`config.mk`:
```
export PLATFORM = sky130hd
export DESIGN_NAME = wb_unit
export DESIGN_NICKNAME = d
export VERILOG_FILES = /design/src/rtl/wb_pkg.sv /design/src/rtl/wb_scoreboard.sv /design/src/rtl/wb_unit.sv
export SDC_FILE = /design/constraint.sdc
export NUM_CORES = 1
export LEC_CHECK = 0
export CAP_MARGIN = 20
export CORE_ASPECT_RATIO = 0.75
export CORE_MARGIN = 2
export CORE_UTILIZATION = 48
export CTS_BUF_LIST = sky130_fd_sc_hd__clkbuf_2 sky130_fd_sc_hd__clkbuf_4 sky130_fd_sc_hd__clkbuf_8
export CTS_CLUSTER_SIZE = 14
export DETAILED_ROUTE_END_ITERATION = 10
export PLACE_DENSITY = 0.88
export SLEW_MARGIN = 20
export SYNTH_ARGS = -nofsm -noshare
export SYNTH_HDL_FRONTEND = slang
export SYNTH_SLANG_ARGS = --single-unit
```
`constraint.sdc`:
```
create_clock -name clock -period 5.9 [get_ports clock]
set_clock_uncertainty 0.05 [all_clocks]
set_input_delay 0.59 -clock clock [delete_from_list [all_inputs] [get_ports clock]]
set_output_delay 0.59 -clock clock [all_outputs]
set_load 0.02 [all_outputs]
```
`src/rtl/wb_pkg.sv`:
```
// Shared constants and the writeback request type for the writeback unit.
package wb_pkg;

  localparam int XLEN         = 64;
  localparam int REG_ADDR_W   = 5;
  localparam int NUM_REGS     = 32;
  localparam int STARVE_LIMIT = 4;

  typedef struct packed {
    logic [REG_ADDR_W-1:0] rdAddr;
    logic [XLEN-1:0]       data;
  } wb_req;

endpackage

```
`src/rtl/wb_scoreboard.sv`:
```
// Pending-write busy bits for x1..x31; x0 is hard-wired not busy.
module wb_scoreboard
  import wb_pkg::*;
(
  input  logic                       clock,
  input  logic                       reset,
  input  logic                       set_en,
  input  logic [REG_ADDR_W-1:0]      set_addr,
  input  logic                       clr_en,
  input  logic [REG_ADDR_W-1:0]      clr_addr,
  input  logic [2:0][REG_ADDR_W-1:0] rd_addr,
  output logic [2:0]                 rd_busy,
  output logic                       clr_busy
);

  logic [NUM_REGS-1:0] busy_reg;

  assign busy_reg[0] = 1'b0;

  genvar gi;
  generate
    for (gi = 1; gi < NUM_REGS; gi++) begin : g_bit
      // A same-edge set beats the clear so a re-issued register stays pending.
      always_ff @(posedge clock or negedge reset) begin
        if (!reset) begin
          busy_reg[gi] <= 1'b0;
        end else if (set_en && set_addr == REG_ADDR_W'(gi)) begin
          busy_reg[gi] <= 1'b1;
        end else if (clr_en && clr_addr == REG_ADDR_W'(gi)) begin
          busy_reg[gi] <= 1'b0;
        end
      end
    end

    for (gi = 0; gi < 3; gi++) begin : g_rd
      assign rd_busy[gi] = busy_reg[rd_addr[gi]];
    end
  endgenerate

  assign clr_busy = busy_reg[clr_addr];

endmodule

```
`src/rtl/wb_unit.sv`:
```
// Writeback arbiter: merges ALU and LSU results into one register-file write
// port, with LSU priority bounded by an ALU starvation counter.
module wb_unit
  import wb_pkg::*;
#(
  parameter int XLEN         = wb_pkg::XLEN,
  parameter int STARVE_LIMIT = wb_pkg::STARVE_LIMIT
) (
  input  logic                  clock,
  input  logic                  reset,
  input  logic                  iss_valid,
  input  logic [REG_ADDR_W-1:0] iss_rdAddr,
  input  logic [REG_ADDR_W-1:0] rs1Addr,
  input  logic [REG_ADDR_W-1:0] rs2Addr,
  output logic                  rs1Busy,
  output logic                  rs2Busy,
  output logic                  rdBusy,
  input  logic                  alu_valid,
  output logic                  alu_ready,
  input  logic [REG_ADDR_W-1:0] alu_rdAddr,
  input  logic [XLEN-1:0]       alu_data,
  input  logic                  lsu_valid,
  output logic                  lsu_ready,
  input  logic [REG_ADDR_W-1:0] lsu_rdAddr,
  input  logic [XLEN-1:0]       lsu_data,
  output logic                  regCtrl_wen,
  output logic [REG_ADDR_W-1:0] regCtrl_rdAddr,
  output logic [XLEN-1:0]       rdData,
  output logic                  wbErr
);

  localparam int CNT_W = $clog2(STARVE_LIMIT + 1);

  logic [CNT_W-1:0]      starve_cnt_reg;
  logic                  wen_reg;
  logic [REG_ADDR_W-1:0] wr_addr_reg;
  logic [XLEN-1:0]       wr_data_reg;
  logic                  wb_err_reg;
  logic                  starved;
  logic                  lsu_xfer;
  logic                  alu_xfer;
  logic                  clr_busy;
  logic [2:0]            rd_busy;

  assign starved   = (starve_cnt_reg == CNT_W'(STARVE_LIMIT));
  // Readies are gated by reset so nothing can be accepted while it is held.
  assign lsu_ready = reset & ~starved;
  assign alu_ready = reset & (~lsu_valid | starved);
  assign lsu_xfer  = lsu_valid & lsu_ready;
  assign alu_xfer  = alu_valid & alu_ready & ~lsu_xfer;

  always_ff @(posedge clock or negedge reset) begin
    if (!reset) begin
      starve_cnt_reg <= '0;
    end else if (alu_xfer) begin
      starve_cnt_reg <= '0;
    end else if (alu_valid && !alu_ready && !starved) begin
      starve_cnt_reg <= starve_cnt_reg + 1'b1;
    end
  end

  // Writes to x0 are consumed but never reach the register file.
  always_ff @(posedge clock or negedge reset) begin
    if (!reset) begin
      wen_reg     <= 1'b0;
      wr_addr_reg <= '0;
      wr_data_reg <= '0;
    end else if (lsu_xfer) begin
      wen_reg     <= (lsu_rdAddr != '0);
      wr_addr_reg <= lsu_rdAddr;
      wr_data_reg <= lsu_data;
    end else if (alu_xfer) begin
      wen_reg     <= (alu_rdAddr != '0);
      wr_addr_reg <= alu_rdAddr;
      wr_data_reg <= alu_data;
    end else begin
      wen_reg     <= 1'b0;
    end
  end

  always_ff @(posedge clock or negedge reset) begin
    if (!reset) begin
      wb_err_reg <= 1'b0;
    end else if (wen_reg && !clr_busy) begin
      wb_err_reg <= 1'b1;
    end
  end

  wb_scoreboard u_scoreboard (
    .clock    (clock),
    .reset    (reset),
    .set_en   (iss_valid),
    .set_addr (iss_rdAddr),
    .clr_en   (wen_reg),
    .clr_addr (wr_addr_reg),
    .rd_addr  ({iss_rdAddr, rs2Addr, rs1Addr}),
    .rd_busy  (rd_busy),
    .clr_busy (clr_busy)
  );

  assign rs1Busy        = rd_busy[0];
  assign rs2Busy        = rd_busy[1];
  assign rdBusy         = rd_busy[2];
  assign regCtrl_wen    = wen_reg;
  assign regCtrl_rdAddr = wr_addr_reg;
  assign rdData         = wr_data_reg;
  assign wbErr          = wb_err_reg;

endmodule

```
==> reports/metrics.yaml <==
cp_cell_sequence: "clkdlybuf4s50_1, mux4_2, mux4_2, mux2_2, clkdlybuf4s50_1"
area_growth_pct: 45.3
core_area_sq_um: 11700
cts_buffer_depth: 2
fmax_mhz: 256
grt_pass1_wl_microns: 28100
clkPwrFrac_pct: 15.8
postRouteAntennaNets: 0
tns_ns: 0
pwr-share-seq_pct: 43.5
final_max_slew_viol_count: 0
swShare_pct: 38.7
clockRootBuffer: "clkbuf_8"
place_area_sq_um: 8190
wl_microns: 17600
die_h_microns: 99.1
drive_gt1_share_pct: 7.99
status: "finished clean"
clock-sinks: 105
cp_slowest_cell: "clkdlybuf4s50_1"
ys_seq_elements: 105
yosys_warnings: 0
io_pins: 234
required_ns: 5.26
fin_hold_ws_ns: 0.438
setup_viol: 0
powerDensity_nw_per_um2: 338
syn_area_sq_um: 5780
r2r_setup_slack_ns: 3.59
cp_max_fo: 9
min_path_cells: 2
wl_per_cell_microns: 18.8
grt_pass1_vias: 5487
startpoint_type: "input port"
crit_type: "input port to output port"
nets: 931
die_w_microns: 131
htree_levels: 3
via_per_inst: 5.75
dpl.cell_count: 921
io_buffers: 233
seq_area_frac_synth_pct: 45.4
postCtsSetupBuffers: 0
period_share_pct: 66.3
timing.final.hold_violations: 0
place.gp.congestion: 0.944
clk_latency_ns: 0.37
fill_cells: 822
start_util_pct: 49.6
drc_errors: 0
grt_max_degree: 139
cp-end-kind: "output port"
rsz0062_at_grt: "no"
diodes: 0
tightest_slew_ns: 0.797
grt.total_usage_pct: 28.1
route.vias.total: 5396
period_minus_slack_ns: 3.91
cts_made_buffers: 9
dpl.hpwl_microns: 13600
relSlewSlack_pct: 46.7
synth_cell_types: 33
cpPeakStageDelay_ns: 0.81
cp.arrival_ns: 3.27
worstRegToRegCells: 7
internal_power_uw: 1740
drtIter0Drc: 467
irDropWorstVdd_mv: 0.206
max-cap-violations: 0
power_frac_comb_pct: 40.7
drtPass1Iterations: 5
die_area_sq_um: 13000
tritoncts: "yes"
clkTransAtPathRegs_ns: 0.09
largest_reg_flops: 64
antenna_found_initial: 0
power_leakage_uw: 0.00359
synth_cells: 563
grt_overflow: 0
hp-class: "flip-flop to flip-flop"
post_cts_resized: 0
syn_area_per_cell_sq_um: 10.3
design_area_sq_um: 8410
power.switching_uw: 1100
layoutNonFillerInstCount: 938
num_rows: 34
syn_nets: 723
fin_util_pct: 72.1
## cells by family (layout without fill, tap and decap cells)
family	count (synthesis)	after routing	synth area share (%)
compound gates	155	155	13.9
simple gates	138	138	10.7
mux	116	116	26.1
flops	105	105	45.4
buf+inv	47	260	3.40
fa+ha+maj	2	2	0.433
## per-layer routing
layer / global-route usage (%) / part of all wire [%]
met1: 36.5 / 40
met2: 46.2 / 47
met3: 8.03 / 11
met4: 8.43 / 2.5
met5: 0 / 0
## worst max-delay path, delay by kind of cell
family | cells | cell delay (ns)
buffers and inverters | 2 | 1.35
multiplexers | 3 | 1.33
## synth_stat cells, drive strengths merged
master / instances / area share, %
and4b: 2 / 0.35
a31o: 1 / 0.15
dfrtp: 105 / 45
o31ai: 3 / 0.39
a221oi: 1 / 0.15
o221ai: 1 / 0.15
a21oi: 4 / 0.35
nor2b: 4 / 0.43
o21ai: 140 / 12
ha: 2 / 0.43
nand4: 2 / 0.22
nand3b: 4 / 0.52
and2: 4 / 0.43
nand2: 94 / 6.1
o22ai: 2 / 0.22
a31oi: 1 / 0.11
mux4: 27 / 11
mux2: 9 / 1.8
nor2: 4 / 0.26
or4: 2 / 0.26
inv: 7 / 0.45
mux2i: 80 / 14
buf: 18 / 1.5
nand2b: 6 / 0.65
or2: 2 / 0.22
clkbuf: 22 / 1.4
o211ai: 1 / 0.13
nand3: 13 / 1.1
a311oi: 1 / 0.15
nor4bb: 1 / 0.17
## repair_timing
action / CTS / global route
setup endpoints to repair: 0 / 0
hold buffers: 1 / 0
endpoints found under the hold margin: 5 / 0
## path summary, 6_finish.rpt
kind,from,end
worst min-delay path,rdData[23]$_DFFE_PN0P_,rdData[23]$_DFFE_PN0P_
min in group asynchronous,reset,starve_cnt_reg[1]$_DFFE_PN0P_
max in group asynchronous,reset,regCtrl_rdAddr[3]$_DFFE_PN0P_
worst max-delay path,rs1Addr[0],rs1Busy
worst max register to register,starve_cnt_reg[0]$_DFFE_PN0P_,rdData[5]$_DFFE_PN0P_
worst min register to register,rdData[23]$_DFFE_PN0P_,rdData[23]$_DFFE_PN0P_
## power by group through the flow
stage	registers, uW	clock network, uW	logic [uW]
2_1_floorplan	1210	0	569
3_3_place_gp	1230	0	1120
3_5_place_dp	1230	0	1150
4_1_cts	1220	455	1160
5_1_grt	1260	482	1250
6_report	1230	448	1160
## stage by stage
step / total power (uW) / setup WS (ns)
5_1_grt: 2990 / 1.90
3_3_place_gp: 2360 / 2.05
3_5_place_dp: 2390 / 1.98
4_1_cts: 2830 / 1.98
6_report: 2840 / 1.99
2_1_floorplan: 1780 / 3.10
## cells in the final DEF, fill, tap and decap left out, types with 3 or more instances in the layout
cell,netlist,routed
nand3b_1,4,4
nand2b_1,6,6
o21ai_0,140,139
and2_1,4,4
nand3_1,13,13
mux2_2,9,9
mux2i_1,80,80
buf_4,1,3
nor2_1,4,4
o31ai_1,3,3
mux4_2,27,27
nor2b_1,4,4
inv_1,6,6
nand2_1,94,93
inv_6,0,3
clkbuf_8,0,11
dfrtp_1,105,105
clkdlybuf4s50_1,0,232
a21oi_1,4,4
## cell type report
cell class / count / area, sq um / share of cell area, %
inverter: 7 / 26.3 / 0.313
timing repair buffer: 237 / 2370 / 28.1
tap: 162 / 203 / 2.41
clock inverter: 5 / 45.0 / 0.536
clock buffer: 11 / 151 / 1.80
multi-input combinational: 411 / 2990 / 35.5
sequential: 105 / 2630 / 31.3
(Power assumes the default switching activity.)
